**src/rtl/cordic_rotation_seq.sv**
```systemverilog
// Rotation-mode CORDIC sequencer: x, y, z iteration registers plus the arctangent
// ROM, time-sharing one external combinational single-precision add/sub unit.
module cordic_rotation_seq #(
  parameter int ITER = 16
) (
  input  logic        clk,
  input  logic        rst,
  input  logic        start,
  input  logic [31:0] x_in,
  input  logic [31:0] y_in,
  input  logic [31:0] z_in,
  output logic        busy,
  output logic        done,
  output logic [31:0] x_out,
  output logic [31:0] y_out,
  output logic [31:0] z_out,
  output logic [31:0] fpu_a,
  output logic [31:0] fpu_b,
  output logic        fpu_ctrl,
  input  logic [31:0] fpu_result
);

  typedef enum logic [2:0] {S_IDLE, S_OP_X, S_OP_Y, S_OP_Z, S_DONE} state_t;

  state_t      state_q, state_d;
  logic [31:0] x_q, x_d, y_q, y_d, z_q, z_d, xt_q, xt_d;
  logic [4:0]  i_q, i_d;
  logic [31:0] cap;
  logic        d_neg, last_iter;

  // v * 2^-i by exponent adjustment; flushes to signed zero on underflow
  function automatic logic [31:0] sh(input logic [31:0] v, input logic [4:0] i);
    if (v[30:23] <= {3'b000, i}) return {v[31], 31'b0};
    return {v[31], v[30:23] - {3'b000, i}, v[22:0]};
  endfunction

  function automatic logic [31:0] atan_rom(input logic [4:0] i);
    case (i)
      5'd0:  return 32'h3F490FDB;
      5'd1:  return 32'h3EED6338;
      5'd2:  return 32'h3E7ADBB0;
      5'd3:  return 32'h3DFEADD5;
      5'd4:  return 32'h3D7FAADE;
      5'd5:  return 32'h3CFFEAAE;
      5'd6:  return 32'h3C7FFAAB;
      5'd7:  return 32'h3BFFFEAB;
      5'd8:  return 32'h3B7FFFAB;
      5'd9:  return 32'h3AFFFFEB;
      5'd10: return 32'h3A7FFFFB;
      5'd11: return 32'h39FFFFFF;
      5'd12: return 32'h39800000;
      5'd13: return 32'h39000000;
      5'd14: return 32'h38800000;
      5'd15: return 32'h38000000;
      5'd16: return 32'h37800000;
      5'd17: return 32'h37000000;
      5'd18: return 32'h36800000;
      5'd19: return 32'h36000000;
      5'd20: return 32'h35800000;
      5'd21: return 32'h35000000;
      5'd22: return 32'h34800000;
      5'd23: return 32'h34000000;
      default: return 32'h00000000;
    endcase
  endfunction

  // z is only written on the OP_Z edge, so its sign stays the direction
  // chosen at OP_X entry for the whole iteration.
  assign d_neg     = z_q[31];
  assign last_iter = (i_q == 5'(ITER - 1));

  always_comb begin
    fpu_a    = 32'h0;
    fpu_b    = 32'h0;
    fpu_ctrl = 1'b0;
    unique case (state_q)
      S_OP_X: begin fpu_a = x_q; fpu_b = sh(y_q, i_q); fpu_ctrl = ~d_neg; end
      S_OP_Y: begin fpu_a = y_q; fpu_b = sh(x_q, i_q); fpu_ctrl =  d_neg; end
      S_OP_Z: begin fpu_a = z_q; fpu_b = atan_rom(i_q); fpu_ctrl = ~d_neg; end
      default: ;
    endcase
  end

  // The add/sub unit always inserts the hidden 1, so zero operands are resolved here
  always_comb begin
    if (fpu_b[30:23] == 8'd0)      cap = fpu_a;
    else if (fpu_a[30:23] == 8'd0) cap = {fpu_b[31] ^ fpu_ctrl, fpu_b[30:0]};
    else                           cap = fpu_result;
  end

  always_comb begin
    state_d = state_q;
    x_d     = x_q;
    y_d     = y_q;
    z_d     = z_q;
    xt_d    = xt_q;
    i_d     = i_q;
    busy    = 1'b0;
    done    = 1'b0;
    unique case (state_q)
      S_IDLE: if (start) begin
        x_d     = x_in;
        y_d     = y_in;
        z_d     = z_in;
        i_d     = 5'd0;
        state_d = S_OP_X;
      end
      S_OP_X: begin
        busy    = 1'b1;
        xt_d    = cap;
        state_d = S_OP_Y;
      end
      S_OP_Y: begin
        busy    = 1'b1;
        y_d     = cap;
        x_d     = xt_q;
        state_d = S_OP_Z;
      end
      S_OP_Z: begin
        busy = 1'b1;
        z_d  = cap;
        if (last_iter) state_d = S_DONE;
        else begin
          i_d     = i_q + 5'd1;
          state_d = S_OP_X;
        end
      end
      S_DONE: begin
        done    = 1'b1;
        state_d = S_IDLE;
      end
      default: state_d = S_IDLE;
    endcase
  end

  always_ff @(posedge clk) begin
    if (rst) begin
      state_q <= S_IDLE;
      x_q     <= 32'h0;
      y_q     <= 32'h0;
      z_q     <= 32'h0;
      xt_q    <= 32'h0;
      i_q     <= 5'd0;
    end else begin
      state_q <= state_d;
      x_q     <= x_d;
      y_q     <= y_d;
      z_q     <= z_d;
      xt_q    <= xt_d;
      i_q     <= i_d;
    end
  end

  assign x_out = x_q;
  assign y_out = y_q;
  assign z_out = z_q;

endmodule

```
**config.mk**
```make
export PLATFORM = sky130hd
export DESIGN_NAME = cordic_rotation_seq
export DESIGN_NICKNAME = d
export VERILOG_FILES = /design/src/rtl/cordic_rotation_seq.sv
export SDC_FILE = /design/constraint.sdc
export NUM_CORES = 1
export LEC_CHECK = 0
export BUFFER_PORTS_ARGS = -buffer_cell sky130_fd_sc_hd__clkbuf_2
export CORE_UTILIZATION = 30
export CTS_CLUSTER_SIZE = 25
export DETAILED_ROUTE_END_ITERATION = 10
export PLACE_DENSITY_LB_ADDON = 0.15
export SLEW_MARGIN = 20
export SYNTH_ARGS = -nofsm -noshare
export SYNTH_HDL_FRONTEND = slang
export SYNTH_SLANG_ARGS = --single-unit
```
**constraint.sdc**
```tcl
create_clock -name clk -period 3.01 [get_ports clk]
set_clock_uncertainty 0.05 [all_clocks]
set_input_delay 0.1505 -clock clk [delete_from_list [all_inputs] [get_ports clk]]
set_output_delay 0.1505 -clock clk [all_outputs]
set_load 0.01 [all_outputs]
```
==> results.rst <==
.. list-table::
   :header-rows: 1

   * - Metric
     - Value
   * - Worst setup slack for register-to-register paths
     - -0.17 ns
   * - Endpoint class of the critical path
     - primary output
   * - Clock-pin slew reported for the worst setup and hold paths after clock tree synthesis
     - 0.07 ns
   * - Post-layout instance area
     - 14,100 um2
   * - Total clock sinks
     - 158
   * - Type of the worst setup path
     - reg -> out
   * - Number of nets in the layout
     - 1,749
   * - Layout cells sized above 1
     - 38.6%
   * - Die Y
     - 178 um
   * - Top cell type's share of synthesized area
     - 34.0%
   * - Clock buffer count from CTS
     - 17
   * - Post-Place Cells
     - 1,876
   * - Highest attainable clock frequency
     - 314 MHz
   * - First-pass GRT wire length
     - 64.3 mm
   * - Endpoint arrival time on the critical path
     - 2.99 ns
   * - Number of cells in the finished layout apart from fillers
     - 2,008
   * - Number of detailed-route iterations in the first pass
     - 5
   * - Maximum fanout encountered on the critical timing path
     - 8
   * - Maximum level of the CTS H-tree
     - 4
   * - Gate Count Post-Synth
     - 1,169
   * - Clock Latency Late Sink
     - 0.43 ns
   * - Core Rows
     - 64
   * - Total of flip-flops plus latches after synthesis
     - 158
   * - Status
     - finished, violations left
   * - GR Util All Layers
     - 27.0%
   * - RSZ-0062 raised after global routing
     - true
   * - Proportion of synthesized chip area in sequential cells
     - 34.0%
   * - Cell mode on critical path
     - inv_2
   * - Total setup violations reported at the end of the flow
     - 118
   * - Pin count of the biggest net entering global routing
     - 64
   * - Starting density of the core
     - 30.4%
   * - Count of distinct cell types in the synthesized netlist
     - 69
   * - Area growth from synthesis to layout
     - 51.9%
   * - Depth of the worst hold-timing path
     - 3
   * - Mapped Avg Cell Area
     - 7.97 um2
   * - Maximum single-stage delay on the critical path
     - 0.35 ns
   * - Final min period
     - 3.19 ns
   * - Total Negative Setup Slacks
     - -12.23 ns
   * - Capture endpoint of the worst hold path
     - y_out[17]
   * - Min-delay src
     - y_in[17]
   * - Startpoint class of the critical path
     - flop
   * - Reg2reg start
     - x_out[23]
   * - Share of synthesized registers carrying an async set or reset
     - 0%
   * - Slew at the pin with the worst max-slew slack
     - 0.834 ns
   * - Top library cells by usage in the layout, fill and taps aside
     - clkbuf_2 (286), dfxtp_1 (151), buf_4 (135)
   * - Standard cell area after detailed placement
     - 12,000 um2
   * - Count of flip-flops with a built-in enable after synthesis
     - 0
   * - Most used flip-flop cell after synthesis
     - dfxtp_1
   * - Via count of the first global-routing pass
     - 10,600
   * - Worst setup slack after layout
     - -0.176 ns
   * - Vias per Instance
     - 5.64
   * - Ranking of synthesized cells by area
     - dfxtp_1 (34%), a22oi_1 (9.1%), nand3_1 (5.8%), nand2_1 (4.5%), o211ai_1 (4.2%)
   * - Total number of yosys warnings
     - 0
   * - Cell at the root of the clock tree
     - clkbuf_16
   * - Worst-case vdd ir drop
     - 417 uV
   * - Area of the die
     - 31,800 um2
   * - Total Wirelength
     - 44.2 mm
   * - Area inside the core boundary
     - 30,600 um2
   * - Number of antenna violations at the first check in global routing
     - 2
   * - Buffer levels on the longest clock path
     - 2
   * - Drt initial violations
     - 1,003
   * - Net Count, Synth
     - 1,321
   * - Worst R2R End
     - y_out[24]
   * - Final weighted congestion in routability-driven placement
     - 0.924
   * - Failing checks
     - setup timing
   * - Number of vias after detailed routing
     - 11,300
   * - Most frequent standard cell in the layout excluding fill and tap cells
     - clkbuf_2
   * - Post-detailed-placement half-perimeter wirelength
     - 30.1 mm
   * - Cells along the critical path
     - inv_4, ha_4, inv_2, fa_2, a211o_1, a31oi_4, o21ai_4, buf_8, buf_12, a222oi_1, buf_4, buf_6, inv_2, clkbuf_2
   * - PnR Total Power
     - 11.5 mW
   * - Boundary Pins
     - 294
   * - Largest area contributor in the synthesized netlist
     - dfxtp_1
   * - Final cycle utilization of the critical path
     - 106%
   * - DP Worst Slack
     - -0.204 ns
   * - Hold WC Path Type
     - in -> reg
   * - Slowest CP cell
     - dfxtp_4
   * - DRC violation count after routing
     - 0
   * - Die X-Extent
     - 178 um
   * - Total power divided by cell area
     - 814 nW/um2
   * - Leakage dissipation
     - 6.09 nW
   * - Max-cap check violation count
     - 0
   * - Max-slew violation count
     - 0
   * - Routed length per placed instance
     - 22.0 um
   * - DRT antenna net count
     - 0
   * - TritonCTS clock tree
     - done
   * - Worst path required time
     - 2.81 ns
   * - Post-Synthesis Cell Area
     - 9310 um2
   * - Reg2reg path depth
     - 14
   * - Final Hold Violating Endpoints
     - 0
   * - # port buffers
     - 293
   * - Global route overflow
     - 0
   * - Worst max-slew margin expressed relative to the limit
     - 44.4%
[cell type report]
cell class	instances	area (um2)
Inverter	48	183
Multi-Input combinational cell	850	5840
Sequential cell	158	3180
Clock buffer	17	425
Antenna cell	2	5.00
Fill cell	3038	16400
Tap cell	396	495
Clock inverter	15	200
Timing Repair Buffer	522	3830
[worst max-delay path: cells and delay by family (launching register included)]
family                   cells  cell delay (ns)
adder cells (fa/ha/maj)      2             0.45
AO/OA/AOI/OAI                4             0.94
flip-flops                   1             0.35
buffers and inverters        8             0.80
[metal layers]
layer	track usage, %	routed length, um
met4	10.0	1240
met5	0	0
met3	4.99	3420
met2	43.4	20400
met1	35.8	19100
[through the flow]
stage / hold WS [ns] / util (%)
floorplan: 0.296 / -
global placement: 0.391 / 39.4
detailed placement: 0.400 / 39.4
CTS: 0.000503 / 45.4
global route: 0.00788 / 46.3
finish: 0.0167 / 46.3
[worst max-delay path by stage]
stage,start,to
final,x_out[23],fpu_b[18]
after detailed placement,x_out[23],y_out[24]
after CTS,x_out[23],fpu_b[18]
after global routing,x_out[23],fpu_b[19]
after global placement,x_out[23],z_out[25]
after floorplan,x_out[23],z_out[27]
[Yosys cell counts, types with 22 or more instances]
| master | count |
|---|---|
| a21oi_1 | 62 |
| nor2_1 | 75 |
| a211oi_1 | 23 |
| a31oi_1 | 24 |
| o21ai_0 | 55 |
| nand2_1 | 112 |
| dfxtp_1 | 158 |
| mux2_2 | 34 |
| a22oi_1 | 113 |
| inv_1 | 46 |
| a222oi_1 | 22 |
| nand3_1 | 107 |
| clkbuf_1 | 77 |
| o211ai_1 | 52 |
[repair_timing]
action,in CTS,in global routing
hold endpoints to repair,56,0
gates cloned,8,1
pin swaps,40,17
endpoints found under the setup margin,122,138
setup buffers,29,5
gates resized for setup,59,46
hold buffers,56,0
[where the power goes]
| group | total, mW | internal (mW) | leakage (nW) | switching, mW |
|---|---|---|---|---|
| Sequential | 2.68 | 2.39 | 1.30 | 0.289 |
| Clock | 2.36 | 1.34 | 0.301 | 1.02 |
| Combinational | 6.49 | 3.02 | 4.49 | 3.47 |
| Total | 11.5 | 6.75 | 6.09 | 4.77 |
[cells by family after synthesis]
kind of cell,share of synthesized area (%)
simple gates,18.6
flops,34.0
fa+ha+maj,2.98
compound gates,30.0
xor+xnor,0.846
buf+inv,7.46
mux,6.15
Power figures use the tool's default switching activity.
